--- config.mk ---
export PLATFORM = sky130hd
export DESIGN_NAME = xps2_rx
export DESIGN_NICKNAME = d
export VERILOG_FILES = /design/src/rtl/xps2_rx_pkg.sv /design/src/rtl/xps2_fifo.sv /design/src/rtl/xps2_rx.sv
export SDC_FILE = /design/constraint.sdc
export NUM_CORES = 1
export LEC_CHECK = 0
export BUFFER_PORTS_ARGS = -buffer_cell sky130_fd_sc_hd__buf_2
export CORE_MARGIN = 2
export CORE_UTILIZATION = 49
export DETAILED_ROUTE_END_ITERATION = 8
export PLACE_DENSITY = 0.79
export SLEW_MARGIN = 0
export SYNTH_ARGS = -nofsm -noshare
export SYNTH_HDL_FRONTEND = slang
export SYNTH_SLANG_ARGS = --single-unit
export TNS_END_PERCENT = 5
--- constraint.sdc ---
create_clock -name clk -period 2.2 [get_ports clk]
set_input_delay 0.22 -clock clk [delete_from_list [all_inputs] [get_ports clk]]
set_output_delay 0.22 -clock clk [all_outputs]
set_load 0.01 [all_outputs]
--- src/rtl/xps2_rx_pkg.sv ---
// Shared definitions for the PS/2 keyboard receiver: register map, STATUS
// layout, deframer state encoding and parity helper.
// Optional build macro: PS2_BRK_FILTER_EN (adds the break-code constant).
package xps2_rx_pkg;

    localparam int unsigned BYTE_W = 8;

    // Register map (one address bit)
    localparam logic ADDR_DATA   = 1'b0;
    localparam logic ADDR_STATUS = 1'b1;

    // STATUS flag bit positions; FIFO count starts right above OVF
    localparam int unsigned STAT_PERR_BIT = 1;
    localparam int unsigned STAT_FERR_BIT = 2;
    localparam int unsigned STAT_OVF_BIT  = 3;

`ifdef PS2_BRK_FILTER_EN
    localparam logic [BYTE_W-1:0] BRK_CODE = 8'hF0;
`endif

    typedef enum logic [1:0] {
        ST_IDLE  = 2'd0,
        ST_SHIFT = 2'd1,
        ST_PAR   = 2'd2,
        ST_STOP  = 2'd3
    } rx_state_t;

    // Low nibble of the STATUS word (MSB first: OVF, FERR, PERR, !empty)
    typedef struct packed {
        logic ovf;
        logic ferr;
        logic perr;
        logic nempty;
    } stat_flags_t;

    // Odd parity over data+parity bit: an even number of ones is an error
    function automatic logic parity_bad(input logic [BYTE_W-1:0] b, input logic p);
        return ~(^{b, p});
    endfunction

endpackage

--- src/rtl/xps2_fifo.sv ---
// Synchronous scancode FIFO, depth 2**ADDR_W, first-word-fall-through head.
// A push into a full FIFO is accepted only when a pop happens in the same cycle.
module xps2_fifo
    import xps2_rx_pkg::*;
#(
    parameter int unsigned ADDR_W = 2
) (
    input  logic              clk,
    input  logic              rst,
    input  logic              push,
    input  logic              pop,
    input  logic [BYTE_W-1:0] wdata,
    output logic [BYTE_W-1:0] head_c,
    output logic              full_c,
    output logic              empty_c,
    output logic [ADDR_W:0]   count
);

    localparam int unsigned DEPTH = 1 << ADDR_W;
    localparam int unsigned CNT_W = ADDR_W + 1;

    logic [BYTE_W-1:0] mem [DEPTH];
    logic [ADDR_W-1:0] wr_ptr_q;
    logic [ADDR_W-1:0] rd_ptr_q;
    logic              do_push_c;
    logic              do_pop_c;

    // Occupancy flags and accepted push/pop qualifiers
    always_comb begin
        empty_c   = (count == '0);
        full_c    = (count == CNT_W'(DEPTH));
        do_pop_c  = pop & ~empty_c;
        do_push_c = push & (~full_c | do_pop_c);
        head_c    = mem[rd_ptr_q];
    end

    // Pointers and occupancy count
    always_ff @(posedge clk) begin
        if (!rst) begin
            wr_ptr_q <= '0;
            rd_ptr_q <= '0;
            count    <= '0;
        end else begin
            if (do_push_c) wr_ptr_q <= wr_ptr_q + ADDR_W'(1);
            if (do_pop_c)  rd_ptr_q <= rd_ptr_q + ADDR_W'(1);
            case ({do_push_c, do_pop_c})
                2'b10:   count <= count + CNT_W'(1);
                2'b01:   count <= count - CNT_W'(1);
                default: count <= count;
            endcase
        end
    end

    // Storage array, written on accepted push
    always_ff @(posedge clk) begin
        if (do_push_c) mem[wr_ptr_q] <= wdata;
    end

endmodule

--- src/rtl/xps2_rx.sv ---
// PS/2 keyboard receiver: line synchronizer, 11-bit frame deframer with
// timeout, sticky error flags, scancode FIFO and DATA/STATUS bus registers.
// Build macro PS2_BRK_FILTER_EN: swallow 0xF0 break codes and the key code
// that follows them; undefined, every good frame is pushed.
module xps2_rx
    import xps2_rx_pkg::*;
#(
    parameter int unsigned DATA_W      = 32,
    parameter int unsigned FIFO_ADDR_W = 2,
    parameter int unsigned TIMEOUT_CYC = 2000
) (
    input  logic              clk,
    input  logic              rst,
    input  logic              ps2_clk,
    input  logic              ps2_data,
    input  logic              sel,
    input  logic              we,
    input  logic              addr,
    input  logic [DATA_W-1:0] data_in,
    output logic [DATA_W-1:0] data_out,
    output logic              rx_irq
);

    localparam int unsigned CNT_W  = FIFO_ADDR_W + 1;
    localparam int unsigned TO_W   = $clog2(TIMEOUT_CYC + 1);
    localparam int unsigned STAT_W = CNT_W + 4;

    logic              clk_m, clk_s, clk_q;
    logic              dat_m, dat_s;
    logic              fall_c;

    rx_state_t         state_q, state_d;
    logic [2:0]        bit_cnt_q, bit_cnt_d;
    logic [BYTE_W-1:0] shift_q, shift_d;
    logic              par_q, par_d;
    logic [TO_W-1:0]   to_cnt_q;
    logic              to_expired_c;
    logic              frame_ok_c, frame_err_c;

    logic              push_c, pop_c;
    logic              data_rd_c, stat_rd_c, stat_wr_c;
    logic              ovf_q, ferr_q, perr_q;
    logic              ovf_set_c, perr_set_c;
    stat_flags_t       flags_c;
    logic [STAT_W-1:0] status_c;
    logic              unused_c;

    logic [BYTE_W-1:0] fifo_head;
    logic              fifo_full, fifo_empty;
    logic [CNT_W-1:0]  fifo_count;

    // Two-FF synchronizers plus clock history for falling-edge detection
    always_ff @(posedge clk) begin
        if (!rst) begin
            clk_m <= 1'b1;
            clk_s <= 1'b1;
            clk_q <= 1'b1;
            dat_m <= 1'b1;
            dat_s <= 1'b1;
        end else begin
            clk_m <= ps2_clk;
            clk_s <= clk_m;
            clk_q <= clk_s;
            dat_m <= ps2_data;
            dat_s <= dat_m;
        end
    end

    assign fall_c       = clk_q & ~clk_s;
    assign to_expired_c = (to_cnt_q == TO_W'(TIMEOUT_CYC - 1));

    // Deframer state register and frame datapath registers
    always_ff @(posedge clk) begin
        if (!rst) begin
            state_q   <= ST_IDLE;
            bit_cnt_q <= '0;
            shift_q   <= '0;
            par_q     <= 1'b0;
        end else begin
            state_q   <= state_d;
            bit_cnt_q <= bit_cnt_d;
            shift_q   <= shift_d;
            par_q     <= par_d;
        end
    end

    // Deframer next-state: start, 8 data bits LSB first, parity, stop
    always_comb begin
        state_d     = state_q;
        bit_cnt_d   = bit_cnt_q;
        shift_d     = shift_q;
        par_d       = par_q;
        frame_ok_c  = 1'b0;
        frame_err_c = 1'b0;
        case (state_q)
            ST_IDLE: begin
                if (fall_c && !dat_s) begin
                    state_d   = ST_SHIFT;
                    bit_cnt_d = '0;
                end
            end
            ST_SHIFT: begin
                if (fall_c) begin
                    shift_d   = {dat_s, shift_q[BYTE_W-1:1]};
                    bit_cnt_d = bit_cnt_q + 3'd1;
                    if (bit_cnt_q == 3'd7) state_d = ST_PAR;
                end else if (to_expired_c) begin
                    state_d = ST_IDLE;
                end
            end
            ST_PAR: begin
                if (fall_c) begin
                    par_d   = dat_s;
                    state_d = ST_STOP;
                end else if (to_expired_c) begin
                    state_d = ST_IDLE;
                end
            end
            ST_STOP: begin
                if (fall_c) begin
                    frame_ok_c  = dat_s;
                    frame_err_c = ~dat_s;
                    state_d     = ST_IDLE;
                end else if (to_expired_c) begin
                    state_d = ST_IDLE;
                end
            end
            default: state_d = ST_IDLE;
        endcase
    end

    // Inactivity counter: cleared in IDLE and on every PS/2 clock fall
    always_ff @(posedge clk) begin
        if (!rst) begin
            to_cnt_q <= '0;
        end else if (state_q == ST_IDLE || fall_c) begin
            to_cnt_q <= '0;
        end else begin
            to_cnt_q <= to_cnt_q + TO_W'(1);
        end
    end

`ifdef PS2_BRK_FILTER_EN
    logic brk_armed_q;

    // Break-code filter: drop 0xF0 and the next good byte
    always_ff @(posedge clk) begin
        if (!rst) begin
            brk_armed_q <= 1'b0;
        end else if (frame_err_c) begin
            brk_armed_q <= 1'b0;
        end else if (frame_ok_c) begin
            brk_armed_q <= ~brk_armed_q & (shift_q == BRK_CODE);
        end
    end

    assign push_c = frame_ok_c & ~brk_armed_q & (shift_q != BRK_CODE);
`else
    assign push_c = frame_ok_c;
`endif

    // Bus decode and flag set conditions
    always_comb begin
        data_rd_c  = sel & ~we & (addr == ADDR_DATA);
        stat_rd_c  = sel & ~we & (addr == ADDR_STATUS);
        stat_wr_c  = sel &  we & (addr == ADDR_STATUS);
        pop_c      = data_rd_c & ~fifo_empty;
        ovf_set_c  = push_c & fifo_full & ~pop_c;
        perr_set_c = frame_ok_c & parity_bad(shift_q, par_q);
        flags_c    = '{ovf: ovf_q, ferr: ferr_q, perr: perr_q, nempty: ~fifo_empty};
        status_c   = {fifo_count, flags_c};
        unused_c   = ^{data_in[DATA_W-1:STAT_OVF_BIT+1], data_in[0]};
    end

    // Sticky error flags: set wins over write-1-to-clear
    always_ff @(posedge clk) begin
        if (!rst) begin
            ovf_q  <= 1'b0;
            ferr_q <= 1'b0;
            perr_q <= 1'b0;
        end else begin
            ovf_q  <= ovf_set_c   | (ovf_q  & ~(stat_wr_c & data_in[STAT_OVF_BIT]));
            ferr_q <= frame_err_c | (ferr_q & ~(stat_wr_c & data_in[STAT_FERR_BIT]));
            perr_q <= perr_set_c  | (perr_q & ~(stat_wr_c & data_in[STAT_PERR_BIT]));
        end
    end

    // Registered read data and interrupt
    always_ff @(posedge clk) begin
        if (!rst) begin
            data_out <= '0;
            rx_irq   <= 1'b0;
        end else begin
            rx_irq <= ~fifo_empty;
            if (data_rd_c) begin
                data_out <= fifo_empty ? '0 : DATA_W'(fifo_head);
            end else if (stat_rd_c) begin
                data_out <= DATA_W'(status_c);
            end
        end
    end

    xps2_fifo #(
        .ADDR_W (FIFO_ADDR_W)
    ) u_fifo (
        .clk     (clk),
        .rst     (rst),
        .push    (push_c),
        .pop     (pop_c),
        .wdata   (shift_q),
        .head_c  (fifo_head),
        .full_c  (fifo_full),
        .empty_c (fifo_empty),
        .count   (fifo_count)
    );

endmodule

# Word level (Yosys, flattened, before mapping)

Memory sizes are Yosys's and may differ from the RTL's. A register that Yosys moved wholly into a read port is not among the register bits.
Cells that the tools add are included.
W data, S select, Z words.

Add/subtract/negate cells: 6
Equal/unequal tests: 11
Multiplexer cells: 22
Bitwise logic cells: 34
Reductions and logical operators: 14

Operators by type and width:

| cell                    | number |
|---|---|
| $mux W32                | 2 |
| $and A1 B1 Y1           | 18 |
| $mux W2                 | 8 |
| $not A1 Y1              | 12 |
| $pmux W3 S2             | 2 |
| $add A11 B1 Y11 const B | 1 |
| $eq A11 B11 Y1 const B  | 1 |
| $reduce_xor A9 Y1       | 1 |
| $mux W8                 | 1 |
| $pmux W2 S4             | 1 |
| $add A3 B1 Y3 const B   | 2 |
| $eq A2 B2 Y1 const B    | 3 |
| $eq A3 B3 Y1 const B    | 2 |
| $mux W1                 | 6 |
| $mux W3                 | 2 |
| $reduce_and A2 Y1       | 3 |
| $reduce_bool A2 Y1      | 3 |
| $add A2 B1 Y2 const B   | 2 |
| $eq A2 B1 Y1 const B    | 2 |
| $ne A2 B2 Y1 const B    | 2 |
| $or A1 B1 Y1            | 4 |
| $logic_not A3 Y1        | 1 |
| $ne A3 B3 Y1 const B    | 1 |
| $reduce_and A3 Y1       | 1 |
| other kinds (6)         | 6 |

Bits in registers: 73
RAM bits: 32
Bits of input ports: 39
Output and inout port bits: 33
Logic and storage cells: 106
Memories kept: 1

Memories:

| name       | words | bits a word | rd ports | clocked after Yosys merged registers in | write ports | line            | source |
|---|---|---|---|---|---|---|---|
| u_fifo.mem | 4     | 8           | 1        | 1                                       | 1           | xps2_fifo.sv:22 | `logic [BYTE_W-1:0] mem [DEPTH];` |

# Longest topological paths before layout

Gate-level depths: netlist of the first run.

Word-level depth: 9
Depth in mapped cells: 10
Mapped depth without buffers: 9

# Cells and area by module

From an unflattened synthesis of the first run, not the netlist that was laid out.

Cells, all modules: 324
Area, all modules: 3733.6 sq um

Modules (own cells, without submodules):

| module    | instances | cells each | area an instance (sq um) | seq. area each (sq um) |
|---|---|---|---|---|
| xps2_rx   | 1         | 222        | 2025.7                   | 840.8 |
| xps2_fifo | 1         | 102        | 1707.9                   | 1141.1 |

# Least setup slack after synthesis of the first run

Ideal clock, no wire load.

Kind: register to register
Start: reg state_q[1]
End: reg u_fifo.count[2]
Setup time: 76 ps
Data arrival time: 2240 ps
Required time: 2124 ps
Path slack: -115 ps
Cell stages (with the launch flop): 11
Path buffers: 1
Period minus slack after synthesis: 2315 ps
Cells stage by stage: dfxtp_1 -> buf_2 -> and4b_1 -> nand2_2 -> nor2b_4 -> inv_4 -> ha_1 -> fa_1 -> xnor2_1 -> or3_2 -> a21boi_0

Cells in the longest elaborated chain, start to end: 5
Elaborated cells on any way between the ends: 7
Classes of those cells: eq/ne: 3; mux: 2; bitwise: 1; reduce/logical: 1

Ends and longest elaborated chain:

| what                                                     | line            | source |
|---|---|---|
| start, declared                                          | xps2_rx.sv:32   | `rx_state_t state_q, state_d;` |
| start signal, assigned                                   | xps2_rx.sv:80   | `state_q <= state_d;` |
| $eq A2 B2 Y1 (*)                                         | xps2_rx.sv:95   | `case (state_q)` |
| $mux W1 (*)                                              | xps2_rx.sv:95   |  |
| $and A1 B1 Y1 (*)                                        | xps2_fifo.sv:33 | `do_push_c = push & (~full_c \| do_pop_c);` |
| $eq A2 B1 Y1 / $eq A2 B2 Y1 (equally long branches)      | xps2_fifo.sv:46 | `case ({do_push_c, do_pop_c})` |
| $pmux W3 S2 / $reduce_bool A2 Y1 (equally long branches) | n/a             |  |
| end signal, assigned                                     | xps2_fifo.sv:47 | `2'b10: count <= count + CNT_W'(1);` |
| end signal, assigned                                     | xps2_fifo.sv:48 | `2'b01: count <= count - CNT_W'(1);` |
| end signal, assigned                                     | xps2_fifo.sv:49 | `default: count <= count;` |
| end, declared                                            | xps2_fifo.sv:16 | `output logic [ADDR_W:0] count` |

Every way passes the cells marked *; elsewhere a longest branch is shown, timed or not.
A chain may end at the register's enable or synchronous reset.

# Worst setup path after layout of the first run

Start: reg u_fifo.count[0]
End: reg u_fifo.count[2]

Cells in the longest elaborated chain, start to end: 8
Elaborated cells on any way between the ends: 14
Classes of those cells: add/sub: 2; eq/ne: 3; mux: 1; bitwise: 6; reduce/logical: 2

Ends and longest elaborated chain:

| what                                                     | line                            | source |
|---|---|---|
| $logic_not A3 Y1                                         | xps2_fifo.sv:30                 | `empty_c = (count == '0);` |
| $not A1 Y1                                               | xps2_fifo.sv:32, xps2_rx.sv:167 |  |
| $and A1 B1 Y1                                            | xps2_rx.sv:167                  | `pop_c = data_rd_c & ~fifo_empty;` |
| $and A1 B1 Y1                                            | xps2_fifo.sv:32                 | `do_pop_c = pop & ~empty_c;` |
| $or A1 B1 Y1                                             | xps2_fifo.sv:33                 |  |
| $and A1 B1 Y1                                            | xps2_fifo.sv:33                 |  |
| $eq A2 B1 Y1 / $eq A2 B2 Y1 (equally long branches)      | xps2_fifo.sv:46                 |  |
| $pmux W3 S2 / $reduce_bool A2 Y1 (equally long branches) | n/a                             |  |

Parallel ways exist; a longest one is shown, timed or not.

==> qor.csv, run 1 <==
metric,value,unit
outcome,"complete, no violations",
skew,17.9,ps
antenna_cells,0,
die_h,89.7,um
synth_seq_cells,83,
final_antenna_net_count,0,
static-leakage-power,0.00151,uW
synth_area_leaders,"dfxtp_1 (28%), edfxtp_1 (27%), buf_4 (5.0%)",
final-hold-violation-count,0,
drtPass1Iterations,4,
syn2layout_area_growth,12.5,%
maxCapViolations,0,
final_nets,396,
synth_edf_count,32,
final.fill_count,590,
dp_cells,434,
ys_seq_area_share,55.0,%
clock_path_buffers,2,
finalSetupViolCount,0,
antenna_found_initial,0,
clk_pin_slew,90,ps
drc,0,
io_buffers,18,
htreeDepth,3,
min_to,clk_m,
cts-buffers-inserted,9,
yosysWarningCount,0,
max_freq,0.475,GHz
period_minus_slack,2100,ps
finalPower,2660,uW
crit_family,simple AND/OR/NAND/NOR gates,
crit_path_max_fanout,2,
vias_per_cell,4.95,
cts_num_sinks,83,
cts_tree,yes,
crit_chain,"or3b_1, or2_4, nor2b_4, inv_4, ha_4, fa_2, xnor2_1, or3_4, a21boi_2",
cp-start-kind,flop,
power_density,656,nW/um^2
tightest_slew,788,ps
dpl_cell_area,3830,um^2
critical_path_buf_inv_count,1,
drive_above_1_share,22.7,%
min_path_cells,2,
wl_per_cell,12.9,um
grt-ovfl-total,0,
cp.required,2490,ps
multi_input_area,1480,um^2
r2r_cells,9,
die_area,8050,um^2
end_kind,flop,
synth.cell_area,3600,um^2
setup_tns,0,ps
peakVddDrop,381,uV
core,7180,um^2
row_count,31,
routed_wl,5.85,mm
rsz0062_at_grt,false,
grt_pass1_wl,9.59,mm
netlist.area_leader.share,28.3,%
reg2reg_to,u_fifo.count[2],
initial_core_util,50.2,%
grt_pass1_vias,2096,
hold_start,ps2_clk,
synth_cells,309,
async_reset_ff_share,0,%
cp.arrival,2400,ps
die_width,89.7,um
io_pins,72,
r2r_setup_slack,100,ps
cts_hold_buf,0,
yosys.cell_types.count,50,
hp-class,in -> reg,
cts-root-buf,clkbuf_8,
synthFlopType,dfxtp_1,
num_vias,2239,
relSlewSlack,47.3,%
stdcell_area,4050,um^2
slowest_stage,or3b_1,
final_cells,452,
dp_hpwl,4.19,mm
gp_congestion,0.763,
worstReg2RegStart,u_fifo.count[0],
worstSetupPathType,reg -> reg,
slowest_delay,380,ps
drt_iter0_drc,116,
grtUsageTotal,15.2,%
report.final.slew_viol_count,0,
postSynthAreaPerCell,11.7,um^2
worstSkewPairLatency,360,ps
seqCellArea,1980,um^2
synth_top_area_cell,dfxtp_1,
period_share,95.7,%
grt_max_degree,42,
Yosys cell counts (all sizes together), types with 2 or more instances:
cell,n
edfxtp,32
nor2,22
xnor2,9
and2,10
xor2,7
nand4,4
inv,6
a221oi,6
dfxtp,51
nor2b,12
nand2,24
nand3,2
a21boi,12
o21ai,11
mux2i,2
nor3b,2
xnor3,2
buf,28
a21oi,6
clkbuf,8
and3,2
a22oi,3
nand2b,9
mux4,8
ha,8
nor3,5
or3,2
per-layer routing:
metal | vias up | GRT usage [%] | share of wire, %
li1 | 1110 | - | -
met1 | 1045 | 16.5 | 40
met2 | 71 | 26.4 | 51
met3 | 13 | 4.86 | 5.7
met4 | 0 | 8.59 | 2.6
met5 | - | 0 | 0
repair_timing:
item / 4_1_cts / 5_1_grt
endpoints found under the setup margin: 1 / 1
setup buffers: 0 / 2
cloned: 0 / 0
pin swaps: 1 / 3
gates resized for setup: 5 / 3
flip-flops by register name, indices dropped and copies added (netlist names), named ones only:
signal / count
to_cnt_q: 11
data_out: 8
u_fifo.count: 3
dat_s: 1
u_fifo.rd_ptr_q: 2
bit_cnt_q: 3
dat_m: 1
shift_q: 8
clk_q: 1
u_fifo.mem: 32
state_q: 2
clk_m: 1
perr_q: 1
u_fifo.wr_ptr_q: 2
par_q: 1
rx_irq: 1
clk_s: 1
ovf_q: 1
ferr_q: 1
placed cells by master (no fill, tap or decap), drive strengths merged, types with 4 or more instances in the layout:
| cell type | n |
|---|---|
| nor2 | 22 |
| a21oi | 6 |
| nand2b | 9 |
| dfxtp | 51 |
| mux4 | 8 |
| edfxtp | 32 |
| xnor2 | 9 |
| o21ai | 11 |
| inv | 9 |
| nor3 | 5 |
| conb | 24 |
| a221oi | 6 |
| nand2 | 24 |
| clkbuf | 10 |
| xor2 | 7 |
| nor2b | 12 |
| buf | 41 |
| ha | 8 |
| a21boi | 12 |
| and2 | 10 |
| nand4 | 4 |
worst max path at each step:
| stage | start | endpoint | slack (ps) | depth (start not counted) |
|---|---|---|---|---|
| floorplan | state_q[1] | u_fifo.count[2] | 3 | 10 |
| global placement | we | u_fifo.count[2] | -70 | 10 |
| detailed placement | we | u_fifo.count[2] | -150 | 10 |
| CTS | u_fifo.count[0] | u_fifo.count[2] | 20 | 9 |
| global route | clk_q | u_fifo.count[2] | 6 | 9 |
| finish | u_fifo.count[0] | u_fifo.count[2] | 100 | 9 |
cell type report:
class | count | share of cell area (%)
inverters | 6 | 0.618
clock buffers | 10 | 3.15
well taps | 99 | 3.06
flip-flops and latches | 83 | 49.0
multi-input cells | 207 | 36.6
clock inverters | 6 | 1.14
repair buffers | 41 | 6.49
kinds of logic after synthesis:
family                   synth area share, %
buffers and inverters                   7.09
other                                  0.104
adder cells (fa/ha/maj)                 3.33
AND/OR/NAND/NOR                         15.5
AO/OA/AOI/OAI                           8.30
flip-flops                              55.0
XOR/XNOR                                5.14
multiplexers                            5.56
where the power goes:
group,leakage [uW],total [uW],internal [uW],switching [uW]
Combinational,0.000720,88.9,32.9,56.0
Clock,0.0000799,973,418,555
Sequential,0.000709,1600,1590,4.01
metrics by stage:
| stage | worst slack [ps] | utilization [%] | hold WS (ps) |
|---|---|---|---|
| after global placement | -71.6 | 53.4 | 390 |
| after global routing | 6.32 | 56.5 | 42.2 |
| after CTS | 22.5 | 56.1 | 30.6 |
| final | 95.2 | 56.5 | 47.3 |
| after floorplan | 2.85 | - | 321 |
| after detailed placement | -152 | 53.4 | 393 |
worst register-to-register path, delay by kind of cell, from the launching register on:
family,cells,cell delay (ps)
adder cells (fa/ha/maj),2,340
AO/OA/AOI/OAI,1,130
AND/OR/NAND/NOR,4,1110
buffers and inverters,1,60
XOR/XNOR,1,80
flip-flops,1,320
Power figures use the tool's default switching activity.
==> run 2, diff against run 1 <==
Settings changed: RECOVER_POWER from default to 25.
==> qor.csv, run 2 (synthesis gave the netlist of run 1 again) <==
metric,value,unit
row_count,31,
p_int,2040,uW
final_cell_mix,"dfxtp_1 (49), edfxtp_1 (32), conb_1 (24), nand2_1 (23)",
p_comb_share,3.3,%
cp.arrival,2400,ps
skew,18.1,ps
relSlewSlack,3.26,%
largest_register_ff_count,32,
power_density,656,nW/um^2
crit_chain,"or3b_1, or2_4, nor2b_4, inv_4, ha_4, fa_2, xnor2_1, or3_4, a21boi_2",
static-leakage-power,0.00151,uW
worstSetupPathType,reg -> reg,
cts-buffers-inserted,9,
htreeDepth,3,
io_pins,72,
grt_pass1_wl,9.59,mm
grt-ovfl-total,0,
hold_start,ps2_clk,
wl_per_cell,13.0,um
startpoint,u_fifo.count[0],
dp_hpwl,4.19,mm
grt_pass1_vias,2096,
grt_max_degree,42,
slowest_delay,380,ps
crit_path_max_fanout,2,
worstReg2RegStart,u_fifo.count[0],
maxCapViolations,0,
outcome,"complete, no violations",
p_clk_share,36.6,%
drt_iter0_drc,116,
min_to,clk_m,
final.fill_count,592,
drive_above_1_share,22.4,%
vias_per_cell,4.95,
final_nets,396,
dp_cells,434,
routed_wl,5.86,mm
clk_pin_slew,90,ps
power_switching,612,uW
final_cells,452,
p_sw_share,23.1,%
tightest_slew,1450,ps
final-hold-violation-count,0,
peakVddDrop,378,uV
worstSkewPairLatency,360,ps
p_seq_share,60.1,%
core,7180,um^2
min_path_cells,2,
rsz0062_at_grt,false,
reg2reg_to,u_fifo.count[2],
grtUsageTotal,15.2,%
cp-start-kind,flop,
finalSetupViolCount,0,
max_freq,0.474,GHz
die_width,89.7,um
io_buffers,18,
die_area,8050,um^2
clock_path_buffers,2,
gp_congestion,0.763,
r2r_setup_slack,90,ps
reg_top3,"u_fifo.mem x32, to_cnt_q x11",
critical_path_buf_inv_count,1,
top_register,u_fifo.mem,
period_share,95.8,%
cp.required,2490,ps
slowest_stage,or3b_1,
r2r_cells,9,
die_h,89.7,um
report.final.slew_viol_count,0,
initial_core_util,50.2,%
hp-class,in -> reg,
drtPass1Iterations,4,
final_common_cell,dfxtp_1,
cts_hold_buf,0,
antenna_cells,0,
cts_num_sinks,83,
num_vias,2238,
period_minus_slack,2110,ps
end_kind,flop,
cts-root-buf,clkbuf_8,
drc,0,
cts_tree,yes,
crit_family,simple AND/OR/NAND/NOR gates,
setup_tns,0,ps
syn2layout_area_growth,12.4,%
final_antenna_net_count,0,
antenna_found_initial,0,
-- run 2: how the worst max path moves through the flow --
stage | end | depth (start not counted)
6_report | u_fifo.count[2] | 9
5_1_grt | u_fifo.count[2] | 9
4_1_cts | u_fifo.count[2] | 9
3_5_place_dp | u_fifo.count[2] | 10
3_3_place_gp | u_fifo.count[2] | 10
2_1_floorplan | u_fifo.count[2] | 10
-- run 2: routing by layer --
metal,share of wire [%],up-vias,GRT usage (%)
met3,5.5,13,4.86
met4,2.6,0,8.59
met2,51,68,26.4
li1,-,1111,-
met1,41,1046,16.5
met5,0,-,0
-- run 2: final cells by class --
cell class                      count  area [um^2]  share of cell area [%]
Inverter                            6         25.0                   0.618
Clock inverter                      6         46.3                    1.14
Sequential cell                    83         1980                    49.0
Timing Repair Buffer               41          259                    6.40
Clock buffer                       10          128                    3.15
Tap cell                           99          124                    3.06
Multi-Input combinational cell    207         1480                    36.6
-- run 2: timing repair --
item | 4_1_cts | 5_1_grt
setup buffers | 0 | 2
pin swaps | 1 | 3
setup endpoints to repair | 1 | 1
gates resized for setup | 5 | 3
-- run 2: power by group through the flow --
stage | clock (uW) | combinational, uW | sequential (uW)
finish | 971 | 88.9 | 1600
global route | 1060 | 98.5 | 1600
global placement | 0 | 86.2 | 1630
CTS | 993 | 87.5 | 1600
floorplan | 0 | 84.5 | 1640
detailed placement | 0 | 86.7 | 1630
-- run 2: metrics by stage --
step / utilization [%] / power, uW / cell area (um^2) / hold slack [ps] / worst slack [ps]
final: 56.4 / 2660 / 4050 / 47.7 / 92.4
after floorplan: - / 1720 / 3700 / 321 / 2.85
after global routing: 56.4 / 2760 / 4050 / 42.2 / 3.20
after detailed placement: 53.4 / 1720 / 3830 / 393 / -152
after CTS: 56.1 / 2680 / 4030 / 30.6 / 22.5
after global placement: 53.4 / 1720 / 3830 / 390 / -71.6
